[src/rtl/rotary_valve_seq_if.sv]
// Control/status bundle between the run controller and the rotary valve sequencer.
// Every cb* line is a valve: 1 = pressurised (closed), 0 = open.
interface rotary_valve_seq_if;
   logic       start;
   logic       abort;
   logic [1:0] port_sel;
   logic [1:0] trap_sel;
   logic       busy;
   logic       done;
   logic       aborted;
   logic       cb1_1, cb1_2, cb2_1, cb2_2;
   logic       cb3_1, cb3_2, cb3_3;
   logic       cb4_1, cb4_2;
   logic       cb6_2, cb5_1, cb5_2, cb6_1;

   modport master (
      output start, abort, port_sel, trap_sel,
      input  busy, done, aborted,
      input  cb1_1, cb1_2, cb2_1, cb2_2, cb3_1, cb3_2, cb3_3, cb4_1, cb4_2,
      input  cb6_2, cb5_1, cb5_2, cb6_1
   );

   modport slave (
      input  start, abort, port_sel, trap_sel,
      output busy, done, aborted,
      output cb1_1, cb1_2, cb2_1, cb2_2, cb3_1, cb3_2, cb3_3, cb4_1, cb4_2,
      output cb6_2, cb5_1, cb5_2, cb6_1
   );
endinterface

[src/rtl/rotary_valve_seq.sv]
// Load / mix / flush / settle sequencer driving the 13 valve lines of the rotary mixer chip.
// All valve outputs are registered and close (go to 1) asynchronously on reset.
module rotary_valve_seq #(
   parameter int unsigned TICK_DIV     = 4,
   parameter int unsigned LOAD_TICKS   = 200,
   parameter int unsigned PHASE_TICKS  = 10,
   parameter int unsigned MIX_ROUNDS   = 50,
   parameter int unsigned FLUSH_TICKS  = 300,
   parameter int unsigned SETTLE_TICKS = 5,
   parameter int unsigned CNT_W        = 16
) (
   input logic              clk,
   input logic              rst,
   rotary_valve_seq_if.slave bus
);

   typedef enum logic [2:0] {
      StIdle, StLoad, StSet1, StMix, StSet2, StFlush, StSet3, StFin
   } state_e;

   localparam logic [CNT_W-1:0] One        = CNT_W'(1);
   localparam logic [CNT_W-1:0] TickLast   = CNT_W'(TICK_DIV - 1);
   localparam logic [CNT_W-1:0] LoadLast   = CNT_W'(LOAD_TICKS - 1);
   localparam logic [CNT_W-1:0] PhaseLast  = CNT_W'(PHASE_TICKS - 1);
   localparam logic [CNT_W-1:0] RoundLast  = CNT_W'(MIX_ROUNDS - 1);
   localparam logic [CNT_W-1:0] FlushLast  = CNT_W'(FLUSH_TICKS - 1);
   localparam logic [CNT_W-1:0] SettleLast = CNT_W'(SETTLE_TICKS - 1);

   // Bit positions inside valve_q.
   localparam int unsigned Cb11 = 12, Cb12 = 11, Cb21 = 10, Cb22 = 9;
   localparam int unsigned Cb31 = 8, Cb32 = 7, Cb33 = 6, Cb41 = 5, Cb42 = 4;
   localparam int unsigned Cb51 = 3, Cb52 = 2, Cb61 = 1, Cb62 = 0;

   state_e           state_q, state_d;
   logic [CNT_W-1:0] pre_q, pre_d;
   logic [CNT_W-1:0] cnt_q, cnt_d;
   logic [CNT_W-1:0] ptick_q, ptick_d;
   logic [CNT_W-1:0] round_q, round_d;
   logic [1:0]       phase_q, phase_d;
   logic [1:0]       port_q, port_d, trap_q, trap_d;
   logic             abrt_q, abrt_d;
   logic [12:0]      valve_q, valve_d;
   logic             busy_q, busy_d, done_q, done_d, aborted_q, aborted_d;
   logic             tick, mix_end, abort_hit, settle_end;

   assign tick       = (pre_q == TickLast);
   assign settle_end = tick && (cnt_q == SettleLast);
   assign mix_end    = tick && (ptick_q == PhaseLast) && (phase_q == 2'd2) &&
                       (round_q == RoundLast);
   assign abort_hit  = bus.abort && (state_q != StIdle) && (state_q != StFin);

   always_comb begin
      state_d = state_q;
      pre_d   = tick ? '0 : pre_q + One;
      cnt_d   = tick ? cnt_q + One : cnt_q;
      ptick_d = ptick_q;
      phase_d = phase_q;
      round_d = round_q;
      abrt_d  = abrt_q;
      port_d  = port_q;
      trap_d  = trap_q;

      // The peristaltic loop keeps stepping through both MIX and FLUSH.
      if (tick && (state_q == StMix || state_q == StFlush)) begin
         if (ptick_q == PhaseLast) begin
            ptick_d = '0;
            if (phase_q == 2'd2) begin
               phase_d = 2'd0;
               round_d = round_q + One;
            end else begin
               phase_d = phase_q + 2'd1;
            end
         end else begin
            ptick_d = ptick_q + One;
         end
      end

      unique case (state_q)
         StIdle: if (bus.start) begin
            state_d = StLoad;
            port_d  = bus.port_sel;
            trap_d  = bus.trap_sel;
            abrt_d  = 1'b0;
            pre_d   = '0;
         end
         StLoad:  if (tick && cnt_q == LoadLast) state_d = StSet1;
         StSet1:  if (settle_end) state_d = StMix;
         StMix:   if (mix_end) state_d = StSet2;
         StSet2:  if (settle_end) state_d = StFlush;
         StFlush: if (tick && cnt_q == FlushLast) state_d = StSet3;
         StSet3:  if (settle_end) state_d = StFin;
         StFin:   state_d = StIdle;
         default: state_d = StIdle;
      endcase

      // Abort (re)starts a full SET3 from a fresh prescaler phase.
      if (abort_hit) begin
         state_d = StSet3;
         abrt_d  = 1'b1;
         pre_d   = '0;
      end

      if (state_d != state_q || abort_hit) begin
         cnt_d   = '0;
         ptick_d = '0;
         phase_d = '0;
         round_d = '0;
      end

      valve_d = '1;
      case (state_d)
         StLoad: begin
            valve_d[Cb31] = 1'b0;
            if (!port_d[1]) begin
               valve_d[Cb11] = 1'b0;
               valve_d[Cb21] = 1'b0;
            end else begin
               valve_d[Cb12] = 1'b0;
               valve_d[Cb22] = 1'b0;
            end
         end
         StMix, StFlush: begin
            case (phase_d)
               2'd0:    valve_d[Cb32] = 1'b0;
               2'd1:    valve_d[Cb41] = 1'b0;
               2'd2:    valve_d[Cb42] = 1'b0;
               default: valve_d[Cb32] = 1'b1;
            endcase
            if (state_d == StFlush) begin
               valve_d[Cb33] = 1'b0;
               if (!trap_d[1]) begin
                  valve_d[Cb62] = 1'b0;
                  valve_d[Cb52] = 1'b0;
               end else begin
                  valve_d[Cb51] = 1'b0;
                  valve_d[Cb61] = 1'b0;
               end
            end
         end
         default: valve_d = '1;
      endcase

      busy_d    = (state_d != StIdle) && (state_d != StFin);
      done_d    = (state_d == StFin) && !abrt_d;
      aborted_d = (state_d == StFin) && abrt_d;
   end

   always_ff @(posedge clk or posedge rst) begin
      if (rst) begin
         state_q   <= StIdle;
         pre_q     <= '0;
         cnt_q     <= '0;
         ptick_q   <= '0;
         round_q   <= '0;
         phase_q   <= '0;
         port_q    <= '0;
         trap_q    <= '0;
         abrt_q    <= 1'b0;
         valve_q   <= '1;
         busy_q    <= 1'b0;
         done_q    <= 1'b0;
         aborted_q <= 1'b0;
      end else begin
         state_q   <= state_d;
         pre_q     <= pre_d;
         cnt_q     <= cnt_d;
         ptick_q   <= ptick_d;
         round_q   <= round_d;
         phase_q   <= phase_d;
         port_q    <= port_d;
         trap_q    <= trap_d;
         abrt_q    <= abrt_d;
         valve_q   <= valve_d;
         busy_q    <= busy_d;
         done_q    <= done_d;
         aborted_q <= aborted_d;
      end
   end

   assign bus.busy    = busy_q;
   assign bus.done    = done_q;
   assign bus.aborted = aborted_q;
   assign bus.cb1_1   = valve_q[Cb11];
   assign bus.cb1_2   = valve_q[Cb12];
   assign bus.cb2_1   = valve_q[Cb21];
   assign bus.cb2_2   = valve_q[Cb22];
   assign bus.cb3_1   = valve_q[Cb31];
   assign bus.cb3_2   = valve_q[Cb32];
   assign bus.cb3_3   = valve_q[Cb33];
   assign bus.cb4_1   = valve_q[Cb41];
   assign bus.cb4_2   = valve_q[Cb42];
   assign bus.cb5_1   = valve_q[Cb51];
   assign bus.cb5_2   = valve_q[Cb52];
   assign bus.cb6_1   = valve_q[Cb61];
   assign bus.cb6_2   = valve_q[Cb62];

endmodule

[src/flat_wrapper.sv]
// flat-port wrapper written by rule: the top's interface ports become plain ports
module rotary_valve_seq_flat 
#(
   parameter int unsigned TICK_DIV     = 4,
   parameter int unsigned LOAD_TICKS   = 200,
   parameter int unsigned PHASE_TICKS  = 10,
   parameter int unsigned MIX_ROUNDS   = 50,
   parameter int unsigned FLUSH_TICKS  = 300,
   parameter int unsigned SETTLE_TICKS = 5,
   parameter int unsigned CNT_W        = 16
)
  (clk, rst, bus_start, bus_abort, bus_port_sel, bus_trap_sel, bus_busy, bus_done, bus_aborted, bus_cb1_1, bus_cb1_2, bus_cb2_1, bus_cb2_2, bus_cb3_1, bus_cb3_2, bus_cb3_3, bus_cb4_1, bus_cb4_2, bus_cb6_2, bus_cb5_1, bus_cb5_2, bus_cb6_1);
  rotary_valve_seq_if bus_i ();
  input logic clk;
  input logic rst;
  input wire logic [$bits(bus_i.start)-1:0] bus_start;
  input wire logic [$bits(bus_i.abort)-1:0] bus_abort;
  input wire logic [$bits(bus_i.port_sel)-1:0] bus_port_sel;
  input wire logic [$bits(bus_i.trap_sel)-1:0] bus_trap_sel;
  output wire logic [$bits(bus_i.busy)-1:0] bus_busy;
  output wire logic [$bits(bus_i.done)-1:0] bus_done;
  output wire logic [$bits(bus_i.aborted)-1:0] bus_aborted;
  output wire logic [$bits(bus_i.cb1_1)-1:0] bus_cb1_1;
  output wire logic [$bits(bus_i.cb1_2)-1:0] bus_cb1_2;
  output wire logic [$bits(bus_i.cb2_1)-1:0] bus_cb2_1;
  output wire logic [$bits(bus_i.cb2_2)-1:0] bus_cb2_2;
  output wire logic [$bits(bus_i.cb3_1)-1:0] bus_cb3_1;
  output wire logic [$bits(bus_i.cb3_2)-1:0] bus_cb3_2;
  output wire logic [$bits(bus_i.cb3_3)-1:0] bus_cb3_3;
  output wire logic [$bits(bus_i.cb4_1)-1:0] bus_cb4_1;
  output wire logic [$bits(bus_i.cb4_2)-1:0] bus_cb4_2;
  output wire logic [$bits(bus_i.cb6_2)-1:0] bus_cb6_2;
  output wire logic [$bits(bus_i.cb5_1)-1:0] bus_cb5_1;
  output wire logic [$bits(bus_i.cb5_2)-1:0] bus_cb5_2;
  output wire logic [$bits(bus_i.cb6_1)-1:0] bus_cb6_1;
  assign bus_i.start = bus_start;
  assign bus_i.abort = bus_abort;
  assign bus_i.port_sel = bus_port_sel;
  assign bus_i.trap_sel = bus_trap_sel;
  assign bus_busy = bus_i.busy;
  assign bus_done = bus_i.done;
  assign bus_aborted = bus_i.aborted;
  assign bus_cb1_1 = bus_i.cb1_1;
  assign bus_cb1_2 = bus_i.cb1_2;
  assign bus_cb2_1 = bus_i.cb2_1;
  assign bus_cb2_2 = bus_i.cb2_2;
  assign bus_cb3_1 = bus_i.cb3_1;
  assign bus_cb3_2 = bus_i.cb3_2;
  assign bus_cb3_3 = bus_i.cb3_3;
  assign bus_cb4_1 = bus_i.cb4_1;
  assign bus_cb4_2 = bus_i.cb4_2;
  assign bus_cb6_2 = bus_i.cb6_2;
  assign bus_cb5_1 = bus_i.cb5_1;
  assign bus_cb5_2 = bus_i.cb5_2;
  assign bus_cb6_1 = bus_i.cb6_1;
  rotary_valve_seq #(.TICK_DIV(TICK_DIV), .LOAD_TICKS(LOAD_TICKS), .PHASE_TICKS(PHASE_TICKS), .MIX_ROUNDS(MIX_ROUNDS), .FLUSH_TICKS(FLUSH_TICKS), .SETTLE_TICKS(SETTLE_TICKS), .CNT_W(CNT_W)) u_core (.clk(clk), .rst(rst), .bus(bus_i));
endmodule
[config.mk]
export PLATFORM = sky130hd
export DESIGN_NAME = rotary_valve_seq_flat
export DESIGN_NICKNAME = d
export VERILOG_FILES = /design/src/rtl/rotary_valve_seq_if.sv /design/src/rtl/rotary_valve_seq.sv /design/src/flat_wrapper.sv
export SDC_FILE = /design/constraint.sdc
export NUM_CORES = 1
export LEC_CHECK = 0
export CAP_MARGIN = 5
export CORE_MARGIN = 2
export CORE_UTILIZATION = 52
export DETAILED_ROUTE_END_ITERATION = 7
export GPL_ROUTABILITY_DRIVEN = 0
export HOLD_SLACK_MARGIN = 0.12
export PLACE_DENSITY = 0.7
export SYNTH_ARGS = -nofsm -noshare
export SYNTH_HDL_FRONTEND = slang
export SYNTH_SLANG_ARGS = --single-unit
[constraint.sdc]
create_clock -name clk -period 6.9 [get_ports clk]
set_clock_uncertainty 0.2 [all_clocks]
set_input_delay 1.725 -clock clk [delete_from_list [all_inputs] [get_ports clk]]
set_output_delay 1.725 -clock clk [all_outputs]
set_load 0.02 [all_outputs]
Word level (Yosys, flattened, before mapping)
Index checks and enable logic that the tools add are counted.
Widths: inputs -> output; s select.
{ "word_totals": {"ff_bits": 90, "word_cells": 113, "out_inout_bits": 16, "inputBits": 8} }
{ "op_classes": {"n_eq_ne": 23, "reduce_logical": 26, "add_sub_neg": 5, "mux": 44} }
{ "ops": {"columns": ["operator", "count"], "rows": [
  ["$mux 16", 13],
  ["$add 16x1->16 const B", 4],
  ["$mux 3", 8],
  ["$pmux 3 s8", 1],
  ["$eq 3x3->1 const B", 6],
  ["$eq 16x2->1 const B", 1],
  ["$eq 16x3->1 const B", 1],
  ["$eq 16x4->1 const B", 1],
  ["$eq 16x6->1 const B", 1],
  ["$eq 16x8->1 const B", 1],
  ["$eq 16x9->1 const B", 1],
  ["$mux 2", 8],
  ["$logic_and 1x1->1", 12],
  ["$mux 1", 11],
  ["$eq 3x2->1 const B", 3],
  ["$mux 8", 1],
  ["$reduce_bool 2->1", 4],
  ["$eq 3x1->1 const B", 2],
  ["$ne 3x3->1 const B", 2],
  ["$reduce_bool 3->1", 2],
  ["$mux 5", 1],
  ["$eq 2x2->1 const B", 2],
  ["$mux 4", 1],
  ["$logic_not 3->1", 1],
  ["9 further kinds", 10]
]} }

Logic depth before layout (Yosys ltp)
{ "depth": {"depth_word": 13, "mapped_depth": 11, "depth_no_buf": 10} }

Worst setup path after synthesis
No wires, ideal clock.
{ "synth_path": {"path_kind": "input port to flip-flop", "from": "input bus_abort", "to": "register u_core.valve_q[10]", "arrival_ns": 3.208, "slack_ns": 3.398, "t_required_ns": 6.606, "setup_time_ns": 0.094, "stages": 6, "cell_sequence": "clkbuf_1 > inv_1 > nor3_1 > a211oi_1 > inv_1 > or4_1"} }
{ "synth_via": {"elab_chain_len": 5} }
{ "synth_lines": {"columns": ["element", "line", "text"], "rows": [
  ["start, declared", "flat_wrapper.sv:17", "input wire logic [$bits(bus_i.abort)-1:0] bus_abort;"],
  ["$logic_and 1x1->1 (2 in a row)", "rotary_valve_seq.sv:50", "assign abort_hit = bus.abort && (state_q != StIdle) && (state_q != StFin);"],
  ["$mux 3", "rotary_valve_seq.sv:97", "if (abort_hit) begin"],
  ["named net u_core.state_d[2]", "rotary_valve_seq.sv:34", "state_e state_q, state_d;"],
  ["$eq 3x1->1", "rotary_valve_seq.sv:111", "case (state_d)"],
  ["$mux 5", "rotary_valve_seq.sv:111", null],
  ["named net u_core.valve_d[10]", "rotary_valve_seq.sv:42", "logic [12:0] valve_q, valve_d;"],
  ["end signal, assigned", "rotary_valve_seq.sv:173", "valve_q <= valve_d;"],
  ["end, declared", "rotary_valve_seq.sv:42", null]
]} }
The timed path passes the listed nets, and every way through them passes these cells.
A chain may end at the register's enable or synchronous reset.

Final worst setup path
{ "layout_path": {"from": "register u_core.pre_q[0]", "to": "register u_core.valve_q[7]"} }
{ "layout_via": {"elab_chain_len": 13, "word_cells_on_any_way": 26} }
{ "layout_lines": {"columns": ["element", "line", "text"], "rows": [
  ["start, declared", "rotary_valve_seq.sv:35", "logic [CNT_W-1:0] pre_q, pre_d;"],
  ["start signal, assigned", "rotary_valve_seq.sv:165", "pre_q <= pre_d;"],
  ["$eq 16x2->1 (*)", "rotary_valve_seq.sv:46", "assign tick = (pre_q == TickLast);"],
  ["$logic_and 1x1->1 (3 in a row)", "rotary_valve_seq.sv:48", "assign mix_end = tick && (ptick_q == PhaseLast) && (phase_q == 2'd2) &&"],
  ["$mux 3", "rotary_valve_seq.sv:88", "StMix: if (mix_end) state_d = StSet2;"],
  ["$pmux 3 s8", "rotary_valve_seq.sv:78", "unique case (state_q)"],
  ["$mux 3", "rotary_valve_seq.sv:97", null],
  ["$ne 3x3->1", "rotary_valve_seq.sv:103", "if (state_d != state_q || abort_hit) begin"],
  ["$logic_or 1x1->1", "rotary_valve_seq.sv:103", null],
  ["$mux 2", "rotary_valve_seq.sv:103", null],
  ["$logic_not 2->1", "rotary_valve_seq.sv:123", "case (phase_d)"],
  ["$mux 1", "rotary_valve_seq.sv:123", null],
  ["$mux 8 (*)", "rotary_valve_seq.sv:111", null],
  ["named net u_core.valve_d[7]", "rotary_valve_seq.sv:42", null]
]} }
Mark *: on every way through the listed nets, which the timed path passes. The rest lies on a longest branch.

==> results <==
- The flow ran to the end, and the final reports show no timing, DRC or antenna violations.
- The final layout contains routed wiring with a total length of 9034 um.
- For this run, the post-layout net count is 508.
- The class of the tightest hold or removal check is register to register.
- In this run the tightest slew margin relative to its limit is 28.85%.
- The worst setup path is captured at a register.
- The number of global-route vias before repair is 3419.
- The region available for standard cell placement spans 8299 um^2.
- The launch point of the worst hold path is u_core.pre_q[0].
- In this run, post-CTS hold repair placed 0 buffers.
- At the pin with the least slew margin, the transition time is 1.067 ns.
- The clock tree from TritonCTS is built.
- The global-route wire length before repair is 15970 um.
- The max-cap violation count is 0.
- The synthesized netlist net count is 495.
- Summed over all nets, the half-perimeter wirelength after detailed placement is 6065 um.
- Measured along the y axis, the die boundary spans 97.09 um.
- The hold-critical path depth is 1.
- The remaining global-route overflow is 0.
- Once detail routing completed, the nets flagged for antenna violations numbered 0.
- The unique cell type count in the Yosys netlist is 57.
- The number of H-tree branching levels is 3.
- The fraction of registers with async set or reset after synthesis is 100.0%.
- 24 I/O pins were placed.
- The count of TritonRoute iterations in the first routing pass is 4.
- For this design the static power due to leakage is 2.027 nW.
- The worst register-to-register path begins at u_core.pre_q[0].
- TritonCTS created 9 clock buffers.
- The detail-routed via count per cell is 5.692.
- The cell area after placement is 4733 um^2.
- STA classifies the critical path startpoint as a register.
- The routed layout has 3432 vias.
- In the routed design, unresolved DRC markers number 0.
- The synthesized area divided by synthesized cell count is 9.387 um^2.
- The total of warnings raised by yosys is 0.
- The type of the setup path with the least slack is register to register.
- The post-CTS repair timing setup buffer count is 0.
- The final count of hold timing violations was 0.
- The fraction of layout cells with a size suffix above 1 is 9.438%.
- In this run, post-CTS repair resized a total of 0 instances.
- The number of flops mapped to enable cells by yosys is 0.
- Counting every instance in the synthesized netlist gives 480.
- Of all nets on the critical path, the largest fanout is 53.
- The die area is 9426 um^2.
- After synthesis the netlist holds a flip-flop and latch count of 84.
- The arrival time at the worst endpoint is 4.05 ns.
- Entering global routing, the biggest net connects 54 pins.
- The smallest clock period supported by the final layout is computed as 4.024 ns.
- Summed over all failing endpoints, the final setup total negative slack is 0 ns.
- The top flip-flop cell by instance count after synthesis is sky130_fd_sc_hd__dfrtp_1.
- The area of all placed cells without fillers is 4927 um^2.
- The top cell types in the final layout, fill and taps aside, are sky130_fd_sc_hd__nor2_1 (90), sky130_fd_sc_hd__dfrtp_1 (75), sky130_fd_sc_hd__nand2_1 (29), sky130_fd_sc_hd__nand3_1 (29), sky130_fd_sc_hd__xor2_1 (27).
- Setup violations remaining at the end of the flow were counted as 0.
- The number of antenna violations at the first check in global routing came to 0.
- The setup check on the worst reg-to-reg path leaves a slack of 2.88 ns.
- The library cell used most frequently in the layout, excluding fill and tap cells, is sky130_fd_sc_hd__nor2_1.
- For this run, the total global-route usage over all layers was measured as 20.46%.
- The final critical path takes up 58.32% of the cycle.
- For this run, the register share of the synthesized area comes to 46.90%.
- The ratio of total power to cell area is 179.2 nW/um^2.
- The endpoint of the most critical register-to-register path is u_core.valve_q[7].
- Setup repair after global routing left no endpoint under its margin.
- The cell with the largest stage delay on the worst path is sky130_fd_sc_hd__o31a_2.
- The number of pins exceeding their max-slew limit in the final report was 0.
- The later-pin clock latency in the skew report is 0.35 ns.
- The CTS clock-pin slew for the worst setup and hold paths is 0.08 ns.
- The cell area that synthesis handed to floorplanning was 4506 um^2.
- The highest clock frequency the design can meet is 0.2485 GHz.
- CTS placed an instance of sky130_fd_sc_hd__clkbuf_8 at the clock tree root.
- The required time of the critical path is 6.92 ns.
- The signal on the critical path passes through ha_1, or4b_1, nand4bb_1, nor4_1, a2111o_1, o31a_2, o221ai_1.
- IR analysis of the VDD net gives a maximum drop of 136.3 uV.
- For this design, the sink count on the clock tree is 84.
- The number of cells traversed by the worst register-to-register path is 7.
- The average detailed-routed wire length per instance is 14.98 um.
- The horizontal die dimension is 97.09 um.
- The repair_antennas step left the layout with diodes totalling 0.
- For this run, the slowest stage of the critical path takes 0.83 ns.
- The buffering stage count on the worst path with inverters included is 0.
- The longest clock path from root to sink contains 2 buffers.
- On the critical path the largest part of the delay comes from simple AND/OR/NAND/NOR gates.
- Relative to the synthesized area, the layout overhead comes to 9.359%.
- The count of buffers added on input and output ports is 21.
- The capture endpoint of the worst hold path is u_core.pre_q[0].
- The starting utilization of the core area is 54.29%.
- The violation count after the first detailed-routing iteration is 124.
- The number of rows in the core area is 33.
[layer usage]
metal / part of all wire [%] / GRT usage, % / up-vias
met5: 0 / 0 / -
met4: 1.1 / 5.417 / 0
met3: 3.1 / 3.669 / 8
met2: 46 / 32.26 / 35
met1: 49 / 29.36 / 1706
li1: - / - / 1683
[logic make-up (layout without fill, tap and decap cells)]
group	count (synthesis)	in the layout	share of synthesized area, %
multiplexers	6	6	1.389
AO/OA/AOI/OAI	53	53	7.304
AND/OR/NAND/NOR	244	244	28.74
XOR/XNOR	48	48	9.331
adder cells (fa/ha/maj)	8	8	2.166
flip-flops	84	84	46.90
buffers and inverters	37	55	4.165
[how the worst max path moves through the flow]
stage / cells after the start / endpoint / slack [ns] / from
global placement: 6 / u_core.valve_q[10] / 2.62 / bus_abort
floorplan: 1 / u_core.abrt_q / 2.82 / rst
finish: 7 / u_core.valve_q[7] / 2.88 / u_core.pre_q[0]
detailed placement: 6 / u_core.valve_q[10] / 2.57 / bus_abort
global route: 7 / u_core.valve_q[7] / 2.58 / u_core.pre_q[0]
CTS: 7 / u_core.valve_q[7] / 2.82 / u_core.pre_q[0]
[flip-flops by register name, indices dropped and copies added (netlist names), 2 cells and up]
signal          cells
u_core.state_q      3
u_core.round_q     16
u_core.valve_q      9
u_core.phase_q      2
u_core.pre_q       16
u_core.cnt_q       16
u_core.ptick_q     16
[metrics by stage]
step,power (mW),cells,util (%),hold slack [ns],worst slack [ns]
2_1_floorplan,0.5350,480,-,0.2245,2.825
3_3_place_gp,0.5440,587,57.03,0.2370,2.615
3_5_place_dp,0.5455,587,57.03,0.2448,2.574
4_1_cts,0.8942,603,59.37,0.2569,2.819
5_1_grt,0.9207,603,59.37,0.2869,2.579
6_report,0.8830,603,59.37,0.2619,2.876
[worst reg2reg max path, delay by kind of cell, from the launching register on]
kind	cells	cell delay [ns]
DFF	1	0.37
adders and majority gates	1	0.27
and+or+nand+nor	3	1.80
AOI/OAI and AO/OA	3	1.27
[cell type report]
cell class | count | area, um^2
multi-input combinational | 359 | 2206
tap | 105 | 131.4
fill | 736 | 3372
timing repair buffer | 22 | 217.7
sequential | 84 | 2113
inverter | 17 | 65.06
clock inverter | 5 | 52.55
clock buffer | 11 | 141.4
[power breakdown]
part	total (mW)	leakage, nW	switching, mW	internal (mW)
clock	0.348	0.0991	0.173	0.176
combinational	0.0364	0.809	0.0265	0.00993
sequential	0.498	1.12	0.00251	0.496
[cell usage after synthesis (all sizes together), types with 2 or more instances]
master	number	area, um^2
and4	4	35.03
buf	8	68.81
or4b	2	20.02
and2b	2	16.27
a31oi	2	12.51
clkbuf	12	55.05
nor4b	4	35.03
and3	11	72.57
xor2	27	236.5
xnor2	21	183.9
nand2b	2	12.51
nand4	12	75.07
inv	17	63.81
a21oi	26	133.9
a211oi	2	15.01
nor4	15	130.1
nand3	29	145.1
nor2b	2	12.51
nor3	7	35.03
mux2i	4	40.04
nor3b	2	20.02
dfrtp	75	1877
mux2	2	22.52
ha	7	87.58
or2	3	18.77
o21ai	14	70.07
nand3b	8	60.06
or3	8	53.80
nand2	29	108.9
and2	5	31.28
dfstp	9	236.5
nor2	91	344.1
or4	5	37.54
No activity file was read; power rests on OpenSTA's default activity.
